### src/rtl/gpu_pixel_writer.sv
// Pixel sink: converts (x, y, rgb) pixels into linear framebuffer writes through a small FIFO.
// Optional clipping of off-screen pixels is enabled by defining PIXEL_WRITER_CLIP_EN.
module gpu_pixel_writer #(
  parameter int WIDTH_BITS   = 10,
  parameter int HEIGHT_BITS  = 9,
  parameter int CHANNEL_BITS = 8,
  parameter int WIDTH        = 640,
  parameter int HEIGHT       = 480,
  parameter int ADDR_BITS    = 19,
  parameter int DEPTH        = 4
) (
  input  logic                      clk,
  input  logic                      n_rst,
  input  logic                      pix_valid_i,
  output logic                      pix_ready_o,
  input  logic [WIDTH_BITS-1:0]     x_i,
  input  logic [HEIGHT_BITS-1:0]    y_i,
  input  logic [CHANNEL_BITS-1:0]   r_i,
  input  logic [CHANNEL_BITS-1:0]   g_i,
  input  logic [CHANNEL_BITS-1:0]   b_i,
  output logic                      mem_req_o,
  output logic [ADDR_BITS-1:0]      mem_addr_o,
  output logic [3*CHANNEL_BITS-1:0] mem_data_o,
  input  logic                      mem_ack_i,
  output logic                      idle_o,
  output logic [15:0]               drop_cnt_o
);

  localparam int DATA_BITS  = 3 * CHANNEL_BITS;
  localparam int ENTRY_BITS = ADDR_BITS + DATA_BITS;
  localparam int PTR_BITS   = $clog2(DEPTH);
  localparam int CNT_BITS   = PTR_BITS + 1;
  localparam logic [ADDR_BITS-1:0] WIDTH_A  = ADDR_BITS'(WIDTH);
  localparam logic [CNT_BITS-1:0]  FULL_CNT = CNT_BITS'(DEPTH);

  if (DEPTH < 2 || (DEPTH & (DEPTH - 1)) != 0 ||
      (longint'(1) << ADDR_BITS) < longint'(WIDTH) * longint'(HEIGHT)) begin : g_bad_params
    $error("gpu_pixel_writer: illegal DEPTH/ADDR_BITS for the framebuffer size");
  end

  typedef enum logic {IDLE, REQ} state_t;

  state_t                state_q, state_d;
  logic [ENTRY_BITS-1:0] fifo_mem [DEPTH];
  logic [PTR_BITS-1:0]   wr_ptr, rd_ptr;
  logic [CNT_BITS-1:0]   count;
  logic                  full, empty;
  logic                  accept, push, pop, clip;
  logic [ADDR_BITS-1:0]  pix_addr;
  logic [ENTRY_BITS-1:0] head_entry;

  assign full        = (count == FULL_CNT);
  assign empty       = (count == '0);
  assign pix_ready_o = !full;
  assign accept      = pix_valid_i && pix_ready_o;
  assign push        = accept && !clip;
  assign pix_addr    = ADDR_BITS'(y_i) * WIDTH_A + ADDR_BITS'(x_i);
  assign head_entry  = fifo_mem[rd_ptr];

  assign mem_req_o = (state_q == REQ);
  assign idle_o    = (state_q == IDLE) && empty;

`ifdef PIXEL_WRITER_CLIP_EN
  logic [15:0] drop_cnt_q;

  assign clip = (32'(x_i) >= WIDTH) || (32'(y_i) >= HEIGHT);

  // Clipped pixels still complete the handshake; they only bump this saturating counter.
  always_ff @(posedge clk or negedge n_rst) begin
    if (!n_rst) begin
      drop_cnt_q <= '0;
    end else if (accept && clip && drop_cnt_q != 16'hFFFF) begin
      drop_cnt_q <= drop_cnt_q + 16'd1;
    end
  end

  assign drop_cnt_o = drop_cnt_q;
`else
  assign clip       = 1'b0;
  assign drop_cnt_o = 16'h0000;
`endif

  // Storage is not reset; only pointers and count define which entries are valid.
  always_ff @(posedge clk) begin
    if (push) begin
      fifo_mem[wr_ptr] <= {pix_addr, r_i, g_i, b_i};
    end
  end

  always_ff @(posedge clk or negedge n_rst) begin
    if (!n_rst) begin
      wr_ptr <= '0;
      rd_ptr <= '0;
      count  <= '0;
    end else begin
      if (push) wr_ptr <= wr_ptr + 1'b1;
      if (pop)  rd_ptr <= rd_ptr + 1'b1;
      case ({push, pop})
        2'b10:   count <= count + 1'b1;
        2'b01:   count <= count - 1'b1;
        default: count <= count;
      endcase
    end
  end

  // A pop loads the output registers, so a write is held stable until acknowledged.
  always_comb begin
    state_d = state_q;
    pop     = 1'b0;
    case (state_q)
      IDLE: begin
        if (!empty) begin
          pop     = 1'b1;
          state_d = REQ;
        end
      end
      REQ: begin
        if (mem_ack_i) begin
          if (!empty) begin
            pop = 1'b1;
          end else begin
            state_d = IDLE;
          end
        end
      end
      default: state_d = IDLE;
    endcase
  end

  always_ff @(posedge clk or negedge n_rst) begin
    if (!n_rst) begin
      state_q    <= IDLE;
      mem_addr_o <= '0;
      mem_data_o <= '0;
    end else begin
      state_q <= state_d;
      if (pop) begin
        {mem_addr_o, mem_data_o} <= head_entry;
      end
    end
  end

endmodule

### config.mk
export PLATFORM = sky130hd
export DESIGN_NAME = gpu_pixel_writer
export DESIGN_NICKNAME = d
export VERILOG_FILES = /design/src/rtl/gpu_pixel_writer.sv
export SDC_FILE = /design/constraint.sdc
export NUM_CORES = 1
export LEC_CHECK = 0
export CAP_MARGIN = 25
export CORE_MARGIN = 8
export CORE_UTILIZATION = 45
export CTS_CLUSTER_SIZE = 16
export DETAILED_ROUTE_END_ITERATION = 10
export GPL_ROUTABILITY_DRIVEN = 0
export GPL_TIMING_DRIVEN = 0
export PLACE_DENSITY = 0.71
export SETUP_SLACK_MARGIN = 0.4
export SLEW_MARGIN = 5
export SYNTH_ARGS = -nofsm -noshare
export SYNTH_HDL_FRONTEND = slang
export SYNTH_SLANG_ARGS = --single-unit
### constraint.sdc
create_clock -name clk -period 4.7 [get_ports clk]
set_clock_uncertainty 0.05 [all_clocks]
set_input_delay 0.47 -clock clk [delete_from_list [all_inputs] [get_ports clk]]
set_output_delay 0.47 -clock clk [all_outputs]
set_load 0.05 [all_outputs]
==> reports/summary.json <==
{
  "finalCriticalPeriod": {"value": 2.956, "unit": "ns"},
  "grt_overflow_total": {"value": 0},
  "numClockSinks": {"value": 223},
  "grt_max_degree": {"value": 30},
  "number_of_distinct_library_cells_after_synthesis": {"value": 35},
  "crit_fanout": {"value": 4},
  "max-vdd-ir-drop": {"value": 0.2715, "unit": "mV"},
  "tritoncts_clock_tree": {"value": "done"},
  "syn_area_per_cell": {"value": 20.24, "unit": "um2"},
  "drt_pre_antenna_iters": {"value": 4},
  "vias_per_cell": {"value": 5.116},
  "globalRouteTotalUtil": {"value": 14.18, "unit": "%"},
  "die_y": {"value": 158.3, "unit": "um"},
  "numCtsBuffers": {"value": 24},
  "cts_root_buffer": {"value": "sky130_fd_sc_hd__clkbuf_16"},
  "num_antenna_cells": {"value": 0},
  "synth.largest_area_cell": {"value": "sky130_fd_sc_hd__edfxtp_1"},
  "maxCapViolations": {"value": 0},
  "ctsHoldBuffers": {"value": 1},
  "place_hpwl": {"value": 11240, "unit": "um"},
  "core_area": {"value": 20040, "unit": "um2"},
  "timing.hold.worst_path_depth": {"value": 1},
  "cp.required": {"value": 4.91, "unit": "ns"},
  "cts_max_path_buffers": {"value": 3},
  "final_core_util": {"value": 56.48, "unit": "%"},
  "max_slew_margin": {"value": 49.63, "unit": "%"},
  "worstMarginPinSlew": {"value": 0.7555, "unit": "ns"},
  "critical_path_class": {"value": "input port to flip-flop"},
  "ios": {"value": 109},
  "cp-end-kind": {"value": "flip-flop"},
  "antenna_found_initial": {"value": 1},
  "min_period_over_period": {"value": 62.89, "unit": "%"},
  "placement_rows": {"value": 52},
  "portBuffers": {"value": 92},
  "cts.reportedPaths.clkPinSlew": {"value": 0.06, "unit": "ns"},
  "count_of_antenna_violating_nets_left_after_detailed_routing": {"value": 0},
  "via_count_of_the_first_global_routing_pass": {"value": 4970},
  "die_area": {"value": 25050, "unit": "um2"},
  "achievable-frequency": {"value": 0.3383, "unit": "GHz"},
  "clk-insertion-delay-late": {"value": 0.50, "unit": "ns"},
  "slew_violations": {"value": 0},
  "dr.first_iter.drc_count": {"value": 231},
  "report.power.total": {"value": 7.536, "unit": "mW"},
  "synthCells": {"value": 450},
  "synth_area_leaders": {"value": "sky130_fd_sc_hd__edfxtp_1, sky130_fd_sc_hd__dfrtp_1, sky130_fd_sc_hd__mux4_1"},
  "die_width": {"value": 158.3, "unit": "um"},
  "yosysTopAreaCellShare": {"value": 56.70, "unit": "%"},
  "post_cts_resized": {"value": 0},
  "cts-htree-levels": {"value": 1},
  "synth.ff_latch_count": {"value": 223},
  "final_cell_area": {"value": 11320, "unit": "um2"},
  "grt_setup_unrepaired": {"value": "no"},
  "power_per_cell_area": {"value": 665.9, "unit": "nW/um2"},
  "synth_seq_area_share": {"value": 70.70, "unit": "%"},
  "fin_nets": {"value": 661},
  "reg2reg_depth": {"value": 9},
  "vias": {"value": 4487},
  "routedWlPerCell": {"value": 19.72, "unit": "um"},
  "finalHoldViolCount": {"value": 0},
  "drc": {"value": 0},
  "total_leakage_power": {"value": 4.203, "unit": "nW"},
  "global_route_wire_length_before_repair": {"value": 27360, "unit": "um"},
  "finalSetupTns": {"value": 0, "unit": "ns"},
  "status": {"value": "finished, final reports clean"},
  "report.final.setup_viol": {"value": 0},
  "total_wire_length": {"value": 17300, "unit": "um"},
  "synth-warning-count": {"value": 0},
  "placement.cell_area": {"value": 10530, "unit": "um2"},
  "crit_arrival": {"value": 3.17, "unit": "ns"},
  "postCtsSetupBuffers": {"value": 0},
  "min_path_type": {"value": "flip-flop to flip-flop"},
  "start_util": {"value": 45.46, "unit": "%"},
  "worst_setup_path_start_kind": {"value": "input port"},
  "syn2layout_area_growth": {"value": 24.24, "unit": "%"},
  "mappedNetlistArea": {"value": 9110, "unit": "um2"},
  "fraction_of_layout_cells_with_a_size_suffix_above_1": {"value": 22.41, "unit": "%"}
}
==> final cells by class <==
cell class / instances / area, um2
multi-input cells: 198 / 2436
plain buffers: 30 / 241.5
clock inverters: 14 / 118.9
flip-flops and latches: 223 / 6441
fillers: 1577 / 8721
clock buffers: 30 / 664.4
inverters: 14 / 52.55
repair buffers: 98 / 1026
well taps: 270 / 337.8
==> report_power, final <==
| group | total [mW] | switching [mW] | internal [mW] |
|---|---|---|---|
| sequential | 2.92 | 0.195 | 2.72 |
| combinational | 2.79 | 1.61 | 1.18 |
| clock | 1.83 | 0.719 | 1.11 |
| total | 7.54 | 2.52 | 5.02 |
==> cells in the mapped netlist <==
cell type	number
sky130_fd_sc_hd__edfxtp_1	172
sky130_fd_sc_hd__dfrtp_1	51
sky130_fd_sc_hd__mux2_2	42
sky130_fd_sc_hd__mux4_1	27
sky130_fd_sc_hd__ha_1	22
sky130_fd_sc_hd__buf_4	16
sky130_fd_sc_hd__mux4_2	16
sky130_fd_sc_hd__inv_1	14
sky130_fd_sc_hd__xnor2_1	11
sky130_fd_sc_hd__buf_6	9
sky130_fd_sc_hd__xor2_1	9
sky130_fd_sc_hd__o21ai_0	8
sky130_fd_sc_hd__a21oi_1	7
sky130_fd_sc_hd__and3_1	7
sky130_fd_sc_hd__nand2_1	5
sky130_fd_sc_hd__clkbuf_1	4
sky130_fd_sc_hd__nand3_1	4
sky130_fd_sc_hd__fa_1	3
sky130_fd_sc_hd__nor2_1	3
sky130_fd_sc_hd__a21o_1	2
sky130_fd_sc_hd__a21oi_2	2
sky130_fd_sc_hd__mux2i_1	2
sky130_fd_sc_hd__nand3b_1	2
sky130_fd_sc_hd__a31oi_1	1
sky130_fd_sc_hd__and2_1	1
sky130_fd_sc_hd__buf_2	1
sky130_fd_sc_hd__conb_1	1
sky130_fd_sc_hd__mux2_4	1
sky130_fd_sc_hd__nand2b_1	1
sky130_fd_sc_hd__nand4_1	1
sky130_fd_sc_hd__nor2b_1	1
sky130_fd_sc_hd__nor3_1	1
sky130_fd_sc_hd__nor3b_2	1
sky130_fd_sc_hd__nor4_1	1
sky130_fd_sc_hd__o21bai_2	1
==> cells in the final DEF, fill, tap and decap left out, types with 2 or more instances in the layout <==
cell,count
sky130_fd_sc_hd__a21oi_2,2
sky130_fd_sc_hd__edfxtp_1,172
sky130_fd_sc_hd__nor2_1,3
sky130_fd_sc_hd__buf_4,16
sky130_fd_sc_hd__mux2i_1,2
sky130_fd_sc_hd__clkbuf_1,7
sky130_fd_sc_hd__a21o_1,2
sky130_fd_sc_hd__dfrtp_1,51
sky130_fd_sc_hd__buf_2,2
sky130_fd_sc_hd__nand3_1,4
sky130_fd_sc_hd__nand2_1,5
sky130_fd_sc_hd__conb_1,16
sky130_fd_sc_hd__mux4_1,27
sky130_fd_sc_hd__clkbuf_16,25
sky130_fd_sc_hd__ha_1,22
sky130_fd_sc_hd__xor2_1,9
sky130_fd_sc_hd__mux4_2,16
sky130_fd_sc_hd__o21ai_0,8
sky130_fd_sc_hd__clkinv_2,7
sky130_fd_sc_hd__clkbuf_8,2
sky130_fd_sc_hd__fa_1,3
sky130_fd_sc_hd__nand3b_1,2
sky130_fd_sc_hd__clkdlybuf4s50_1,91
sky130_fd_sc_hd__and3_1,3
sky130_fd_sc_hd__and3_2,4
sky130_fd_sc_hd__mux2_2,42
sky130_fd_sc_hd__xnor2_1,11
sky130_fd_sc_hd__a21oi_1,7
sky130_fd_sc_hd__clkinv_1,4
sky130_fd_sc_hd__bufinv_16,2
sky130_fd_sc_hd__buf_12,5
sky130_fd_sc_hd__inv_1,14
sky130_fd_sc_hd__buf_6,9
==> critical path: stages <==
cell                              delay [ns]
sky130_fd_sc_hd__clkdlybuf4s50_1        0.45
sky130_fd_sc_hd__ha_1                   0.31
sky130_fd_sc_hd__ha_1                   0.23
sky130_fd_sc_hd__fa_1                   0.42
sky130_fd_sc_hd__a21oi_1                0.23
sky130_fd_sc_hd__o21ai_0                0.11
sky130_fd_sc_hd__a21oi_1                0.26
sky130_fd_sc_hd__xnor2_1                0.21
sky130_fd_sc_hd__o21ai_0                0.12
sky130_fd_sc_hd__o21ai_0                0.35
==> flip-flops by register name, summed over array words and instances, names as in the netlist <==
name,flops
rd_ptr,2
wr_ptr,2
count,3
fifo_mem,172
mem_data_o,24
mem_addr_o,19
mem_req_o,1
==> cell families after synthesis <==
| family | Yosys count | share of synthesized area [%] |
|---|---|---|
| flops | 223 | 70.70 |
| mux | 88 | 17.32 |
| buf+inv | 44 | 3.228 |
| simple gates | 28 | 1.731 |
| fa+ha+maj | 25 | 3.681 |
| compound gates | 21 | 1.373 |
| xor+xnor | 20 | 1.923 |
| other cells | 1 | 0.04116 |
==> final timing paths <==
kind	to	startpoint	slack, ns
worst max register to register	count[2]	count[0]	2.18
min in group asynchronous	mem_addr_o[2]	n_rst	0.54
worst max-delay path	fifo_mem[2][42]	y_i[1]	1.74
max in group asynchronous	mem_data_o[0]	n_rst	3.43
worst min register to register	mem_data_o[4]	mem_data_o[4]	0.45
worst min-delay path	mem_data_o[4]	mem_data_o[4]	0.45
==> routing by layer <==
metal  vias up  track usage [%]  routed length, um
li1       2036                -                  -
met4         2            3.727                262
met3        26            2.986                993
met5         -                0                 13
met1      2317            17.80               7395
met2       106            24.60               8630
==> stage by stage <==
step / setup slack [ns] / instances / hold WS, ns
global route: 1.533 / 877 / 0.4680
CTS: 1.780 / 877 / 0.4585
global placement: 1.224 / 827 / 0.4390
detailed placement: 1.252 / 832 / 0.4452
finish: 1.744 / 877 / 0.4538
floorplan: 2.028 / 465 / 0.1244
(Power assumes the default switching activity.)
